**src/rtl/ahb_bus_arbiter.sv**
```systemverilog
// ---------------------------------------------------------------------------
// ahb_bus_arbiter
//
// Burst-aware round-robin arbiter for the shared AHB system bus. Requests
// from up to NUM_MASTERS masters are granted one at a time (one-hot HGRANT).
// A fixed-length burst is never split: the grant moves on only when the
// beat being accepted is the second-to-last address phase or later, so the
// new owner's first address phase directly follows the old owner's last one.
// Locked sequences keep the grant until the owner drops HLOCK or HBUSREQ.
// With no requester the bus parks on DEFAULT_MASTER.
//
// Ports:
//   HCLK       in   bus clock, all state on rising edge
//   HRESETn    in   asynchronous active-low reset
//   HBUSREQ    in   [NUM_MASTERS] bus request per master
//   HLOCK      in   [NUM_MASTERS] locked-transfer request per master
//   HTRANS     in   [2] muxed bus transfer type
//   HBURST     in   [3] muxed bus burst type
//   HREADY     in   bus ready from the interconnect
//   HRESP      in   [2] bus response
//   HGRANT     out  [NUM_MASTERS] one-hot grant, registered
//   HMASTER    out  [MIDX_W] address-phase owner, registered
//   HMASTER_D  out  [MIDX_W] data-phase owner (HWDATA select), registered
//   HMASTLOCK  out  address phase in flight is locked, registered
// ---------------------------------------------------------------------------
module ahb_bus_arbiter #(
    parameter int NUM_MASTERS    = 4,
    parameter int MIDX_W         = 2,
    parameter int DEFAULT_MASTER = 0
) (
    input  logic                   HCLK,
    input  logic                   HRESETn,
    input  logic [NUM_MASTERS-1:0] HBUSREQ,
    input  logic [NUM_MASTERS-1:0] HLOCK,
    input  logic [1:0]             HTRANS,
    input  logic [2:0]             HBURST,
    input  logic                   HREADY,
    input  logic [1:0]             HRESP,
    output logic [NUM_MASTERS-1:0] HGRANT,
    output logic [MIDX_W-1:0]      HMASTER,
    output logic [MIDX_W-1:0]      HMASTER_D,
    output logic                   HMASTLOCK
);

    localparam logic [1:0] TRANS_IDLE   = 2'b00;
    localparam logic [1:0] TRANS_BUSY   = 2'b01;
    localparam logic [1:0] TRANS_NONSEQ = 2'b10;
    localparam logic [1:0] TRANS_SEQ    = 2'b11;
    localparam logic [1:0] RESP_OKAY    = 2'b00;

    localparam int CNT_W = 4;

    localparam logic [MIDX_W-1:0]      DEFAULT_IDX   = MIDX_W'(DEFAULT_MASTER);
    localparam logic [NUM_MASTERS-1:0] ONE_VEC       = {{(NUM_MASTERS-1){1'b0}}, 1'b1};
    localparam logic [NUM_MASTERS-1:0] DEFAULT_GRANT = ONE_VEC << DEFAULT_MASTER;

    // True for the fixed-length burst types (WRAP4/INCR4 .. WRAP16/INCR16).
    function automatic logic burst_fixed(input logic [2:0] hburst);
        logic fixed_v;
        case (hburst)
            3'b000, 3'b001: fixed_v = 1'b0;
            default:        fixed_v = 1'b1;
        endcase
        return fixed_v;
    endfunction

    // Beats remaining after the first beat of a fixed burst (length - 1).
    function automatic logic [CNT_W-1:0] burst_rest(input logic [2:0] hburst);
        logic [CNT_W-1:0] rest_v;
        case (hburst)
            3'b010, 3'b011: rest_v = 4'd3;
            3'b100, 3'b101: rest_v = 4'd7;
            3'b110, 3'b111: rest_v = 4'd15;
            default:        rest_v = 4'd0;
        endcase
        return rest_v;
    endfunction

    // Index to one-hot grant vector.
    function automatic logic [NUM_MASTERS-1:0] idx_to_onehot(input logic [MIDX_W-1:0] idx);
        return ONE_VEC << idx;
    endfunction

    logic [NUM_MASTERS-1:0] hgrant_r;
    logic [MIDX_W-1:0]      grant_idx_r;
    logic [MIDX_W-1:0]      rr_r;
    logic [CNT_W-1:0]       cnt_r;
    logic [MIDX_W-1:0]      hmaster_r;
    logic [MIDX_W-1:0]      hmaster_d_r;
    logic                   hmastlock_r;

    logic [CNT_W-1:0]       cnt_next_s;
    logic                   locked_s;
    logic                   rearb_ok_s;
    logic                   found_s;
    logic [MIDX_W-1:0]      winner_s;
    logic [MIDX_W-1:0]      cand_s;
    logic                   hit_s;

    // Beat counter next state: tracks address phases left in a fixed burst.
    always_comb begin
        cnt_next_s = cnt_r;
        if (!HREADY) begin
            // An error/retry/split first cycle aborts the burst immediately.
            if (HRESP != RESP_OKAY) begin
                cnt_next_s = 4'd0;
            end else begin
                cnt_next_s = cnt_r;
            end
        end else if ((HTRANS == TRANS_NONSEQ) && burst_fixed(HBURST)) begin
            cnt_next_s = burst_rest(HBURST);
        end else if ((HTRANS == TRANS_SEQ) && (cnt_r != 4'd0)) begin
            cnt_next_s = cnt_r - 4'd1;
        end else if (HTRANS == TRANS_IDLE) begin
            cnt_next_s = 4'd0;
        end else begin
            cnt_next_s = cnt_r;
        end
    end

    // Re-arbitration window: no lock held, not mid-BUSY, and at most the
    // final beat of the burst still to come.
    always_comb begin
        locked_s   = HLOCK[grant_idx_r] & HBUSREQ[grant_idx_r];
        rearb_ok_s = HREADY & ~locked_s & (HTRANS != TRANS_BUSY) & (cnt_next_s <= 4'd1);
    end

    // Round-robin search starting just after the last winner; the last
    // winner itself is tried last, so a sole requester keeps the bus.
    always_comb begin
        found_s  = 1'b0;
        winner_s = rr_r;
        cand_s   = rr_r;
        hit_s    = 1'b0;
        for (int i = 1; i <= NUM_MASTERS; i++) begin
            cand_s   = MIDX_W'((int'(rr_r) + i) % NUM_MASTERS);
            hit_s    = ~found_s & HBUSREQ[cand_s];
            winner_s = hit_s ? cand_s : winner_s;
            found_s  = found_s | hit_s;
        end
    end

    // Beat counter register.
    always_ff @(posedge HCLK or negedge HRESETn) begin
        if (!HRESETn) begin
            cnt_r <= 4'd0;
        end else begin
            cnt_r <= cnt_next_s;
        end
    end

    // Grant register and round-robin pointer; parking leaves the pointer alone.
    always_ff @(posedge HCLK or negedge HRESETn) begin
        if (!HRESETn) begin
            hgrant_r    <= DEFAULT_GRANT;
            grant_idx_r <= DEFAULT_IDX;
            rr_r        <= DEFAULT_IDX;
        end else if (rearb_ok_s) begin
            if (found_s) begin
                hgrant_r    <= idx_to_onehot(winner_s);
                grant_idx_r <= winner_s;
                rr_r        <= winner_s;
            end else begin
                hgrant_r    <= DEFAULT_GRANT;
                grant_idx_r <= DEFAULT_IDX;
            end
        end
    end

    // Ownership pipeline: address phase follows the grant, data phase follows
    // the address phase; wait states stretch both.
    always_ff @(posedge HCLK or negedge HRESETn) begin
        if (!HRESETn) begin
            hmaster_r   <= DEFAULT_IDX;
            hmaster_d_r <= DEFAULT_IDX;
            hmastlock_r <= 1'b0;
        end else if (HREADY) begin
            hmaster_r   <= grant_idx_r;
            hmaster_d_r <= hmaster_r;
            hmastlock_r <= HLOCK[grant_idx_r];
        end
    end

    assign HGRANT    = hgrant_r;
    assign HMASTER   = hmaster_r;
    assign HMASTER_D = hmaster_d_r;
    assign HMASTLOCK = hmastlock_r;

    ahb_bus_arbiter_chk #(
        .NUM_MASTERS (NUM_MASTERS),
        .MIDX_W      (MIDX_W)
    ) u_chk (
        .HCLK      (HCLK),
        .HRESETn   (HRESETn),
        .HGRANT    (HGRANT),
        .HMASTER   (HMASTER),
        .HMASTER_D (HMASTER_D)
    );

endmodule

// ---------------------------------------------------------------------------
// ahb_bus_arbiter_chk
//
// Structural invariants of the arbiter outputs: the grant is one-hot and
// both owner indices name an existing master.
//
// Ports:
//   HCLK, HRESETn  in  clock and reset of the observed arbiter
//   HGRANT         in  [NUM_MASTERS] grant vector
//   HMASTER        in  [MIDX_W] address-phase owner
//   HMASTER_D      in  [MIDX_W] data-phase owner
// ---------------------------------------------------------------------------
module ahb_bus_arbiter_chk #(
    parameter int NUM_MASTERS = 4,
    parameter int MIDX_W      = 2
) (
    input logic                   HCLK,
    input logic                   HRESETn,
    input logic [NUM_MASTERS-1:0] HGRANT,
    input logic [MIDX_W-1:0]      HMASTER,
    input logic [MIDX_W-1:0]      HMASTER_D
);

    a_grant_onehot: assert property (@(posedge HCLK) disable iff (!HRESETn)
        $onehot(HGRANT));

    a_master_range: assert property (@(posedge HCLK) disable iff (!HRESETn)
        (int'(HMASTER) < NUM_MASTERS) && (int'(HMASTER_D) < NUM_MASTERS));

endmodule
```
**config.mk**
```make
export PLATFORM = sky130hd
export DESIGN_NAME = ahb_bus_arbiter
export DESIGN_NICKNAME = d
export VERILOG_FILES = /design/src/rtl/ahb_bus_arbiter.sv
export SDC_FILE = /design/constraint.sdc
export NUM_CORES = 1
export LEC_CHECK = 0
export CAP_MARGIN = 20
export CORE_MARGIN = 2
export CORE_UTILIZATION = 50
export DETAILED_ROUTE_END_ITERATION = 7
export PLACE_DENSITY = 0.78
export SLEW_MARGIN = 30
export SYNTH_ARGS = -nofsm -noshare
export SYNTH_HDL_FRONTEND = slang
export SYNTH_HIERARCHICAL = 1
export SYNTH_SLANG_ARGS = --single-unit
```
**constraint.sdc**
```tcl
create_clock -name HCLK -period 5.5 [get_ports HCLK]
set_input_delay 1.1 -clock HCLK [delete_from_list [all_inputs] [get_ports HCLK]]
set_output_delay 1.1 -clock HCLK [all_outputs]
set_load 0.02 [all_outputs]
```
==> metrics.md <==
| Metric | Value |
|---|---|
| Switch Pwr | 232 uW |
| Tcrit/Tclk final | 54.8% |
| Number of global-route vias before repair | 869 |
| Pint | 364 uW |
| TritonCTS clock tree | built |
| Tightest Hold Check Type | flop to flop |
| Syn_area_per_cell | 10.2 um^2 |
| Reg2Reg Setup Slack | 3.18 ns |
| Crit Path Class | input pin to flop |
| CTS Sinks | 17 |
| Fillcell total | 189 |
| Endpoint, Worst Hold | HGRANT[2]$_DFFE_PN0P_ |
| Max_cap viols | 0 |
| CTS Hold Buffers Added | 0 |
| Fraction of layout instances using a drive strength above 1 | 15.7% |
| Multi-input gate area | 707 um^2 |
| Async SR Flop Fraction | 100% |
| Initial Util | 53.4% |
| Final Slew Violations | 0 |
| Yosys top cell area share | 33.5% |
| Sequential fraction of the synthesis area | 35.7% |
| Post-Syn Nets | 136 |
| Synth Register Bits | 17 |
| Ys flop type | dfrtp_1 |
| Cell variety after synth | 47 |
| Worst Path Required | 5.69 ns |
| CORE AREA | 2230 um^2 |
| Fin nets | 160 |
| Peak supply drop | 0.000307 V |
| FF-to-FF path depth | 7 |
| Slew margin rel. | 49.9% |
| Final WL | 2500 um |
| Vias per cell | 5.95 |
| Hold Path Depth | 2 |
| Most frequent cells in the layout | clkdlybuf4s50_1 (25), dfrtp_1 (16) |
| First-pass GRT wire length | 4100 um |
| Power Dens Cells | 405 nW/um^2 |
| CTS buffer count | 3 |
| Comb power frac | 50.5% |
| Die X | 52.9 um |
| Post-CTS sizing | 0 |
| Vias | 1000 |
| Clock power frac | 11.5% |
| Leakage power | 0.000585 uW |
| Switching part of the total | 38.9% |
| GRT Total Usage | 19.9% |
| Worst Min Path Start | HGRANT[2]$_DFFE_PN0P_ |
| Setup WS pre-CTS | 2.18 ns |
| Overall Power | 596 uW |
| Port Buffers | 25 |
| Area growth syn-to-layout | 23.4% |
| Initial antenna violation count | 0 |
| DRC | 0 |
| Final Cell Area | 1470 um^2 |
| Most common cell after layout, fill and taps aside | clkdlybuf4s50_1 |
| Clk_skew | 0.00174 ns |
| Cell taking the most area after synthesis | dfrtp_1 |
| Htree depth | 1 |
| # Post-CTS Setup Buffers | 0 |
| Crit path DAT | 3.20 ns |
| Sum Neg Setup Slack | 0 ns |
| Sequential Power Share | 38.0% |
| Slowest cell on crit path | clkdlybuf4s50_1 |
| Worst r2r dst | HGRANT[3]$_DFFE_PN0P_ |
| Post-DP HPWL | 1880 um |
| Chip height | 52.9 um |
| Routability-driven placement congestion ratio | 0.824 |
| Status | completed |
| Worst hold slack | 0.490 ns |
| Final setup vio count | 0 |
| Placed cell areas | 1450 um^2 |
| Startpoint Class | input pin |
| Reg-to-Reg Start | cnt_r[1]$_DFF_PN0_ |
| Worst skew pair latency | 0.29 ns |
| Drt wl/cell | 14.9 um |
| CTS max path bufs | 2 |
| # IOs | 27 |
| Number of enable flip-flop cells after synthesis | 0 |
| Final ANT Viol Nets | 0 |
| Mapped Cells | 117 |
| Yosys Warn Count | 6 |
| Worst slew pin tran | 0.750 ns |
| Synthesized cell area | 1190 um^2 |
| Clk slew on worst S/H paths | 0.11 ns |
| CP Max Fanout | 13 |
| CP Cell Sequence | clkdlybuf4s50_1 -> inv_1 -> o31ai_1 -> o311ai_4 -> nor2_4 -> mux2_4 |
| TritonRoute pass-1 iters | 4 |
| Remaining Overflow, GRT | 0 |
| Clk root buf | clkbuf_4 |
| Setup ws final | 2.49 ns |
| Fmax | 332 MHz |
| Die Area | 2790 um^2 |
| RSZ-0062 raised after global routing | false |
| Drt first-iter violations | 14 |
| Register area | 427 um^2 |
| CP peak stage delay | 0.71 ns |
| Tmin final | 3.01 ns |
| Setup crit end kind | flop |
| Number of cell rows | 17 |
| Largest net degree at the start of global routing | 18 |
| Main area contributors after synthesis | dfrtp_1 (34%), mux2_2 (4.7%), mux2_4 (3.8%) |
| Final hold violations | 0 |
| N_diodes | 0 |
-- cells in the mapped netlist, types with 2 or more instances --
library cell and number:
a22o_1 3, mux4_2 2, dfrtp_1 16, mux2_2 5
nand2b_1 3, o21ai_1 7, nand3_1 4, nand4_1 2
clkbuf_1 2, inv_1 7, mux2i_1 2, o21ai_0 5
a21oi_1 7, nor2b_1 5, nor2_1 3, mux2_4 3
buf_2 3, o31ai_1 3, nand2_1 7
-- metal layers --
layer  wire, um  GRT usage, %  up-vias
met1       1170          27.5      483
met4         17          7.26        0
met2       1200          31.3       21
met3        105          3.39        2
li1           -             -      494
met5          0             0        -
-- cells by family after synthesis --
| group | share of synthesized area [%] |
|---|---|
| mux | 13.9 |
| simple gates | 17.1 |
| compound gates | 27.2 |
| buf+inv | 5.03 |
| fa+ha+maj | 1.05 |
| flops | 35.7 |
-- metrics by stage --
step / utilization, % / std cells
6_report: 65.9 / 168
5_1_grt: 65.9 / 168
4_1_cts: 65.9 / 168
3_5_place_dp: 64.7 / 164
3_3_place_gp: 64.7 / 164
2_1_floorplan: - / 117
-- worst max-delay path, delay by kind of cell --
kind | cells | cell delay (ns)
AO/OA/AOI/OAI | 2 | 0.76
buffers and inverters | 2 | 0.78
multiplexers | 1 | 0.32
AND/OR/NAND/NOR | 1 | 0.23
-- worst max path at each step --
stage / startpoint / to / slack, ns / cells after the start
floorplan: HBUSREQ[0] / HGRANT[3]$_DFFE_PN0P_ / 2.86 / 6
global placement: HTRANS[1] / HGRANT[3]$_DFFE_PN0P_ / 2.23 / 6
detailed placement: HTRANS[1] / grant_idx_r[1]$_DFFE_PN0P_ / 2.18 / 6
CTS: HTRANS[1] / HGRANT[3]$_DFFE_PN0P_ / 2.52 / 6
global route: HTRANS[1] / HGRANT[3]$_DFFE_PN0P_ / 2.41 / 6
finish: HTRANS[1] / HGRANT[3]$_DFFE_PN0P_ / 2.49 / 6
-- power by group through the flow --
stage	clock network [uW]	logic, uW	registers [uW]
detailed placement	0	302	229
CTS	70.7	303	226
global placement	0	295	226
global route	78.1	325	235
floorplan	0	180	245
finish	68.5	301	226
-- sequential cells by signal (all words and copies together) (netlist names) --
name / count
HMASTER_D: 2
HGRANT: 4
grant_idx_r: 2
HMASTLOCK: 1
cnt_r: 4
rr_r: 2
HMASTER: 2
-- area by class of cell --
| class | count | area share, % |
|---|---|---|
| tap | 28 | 2.38 |
| timing repair buffer | 25 | 17.0 |
| sequential | 17 | 29.0 |
| inverter | 7 | 1.78 |
| multi-input combinational | 87 | 48.0 |
| clock buffer | 3 | 1.53 |
| clock inverter | 1 | 0.340 |
Note: power is estimated with default switching activity, not from simulation.
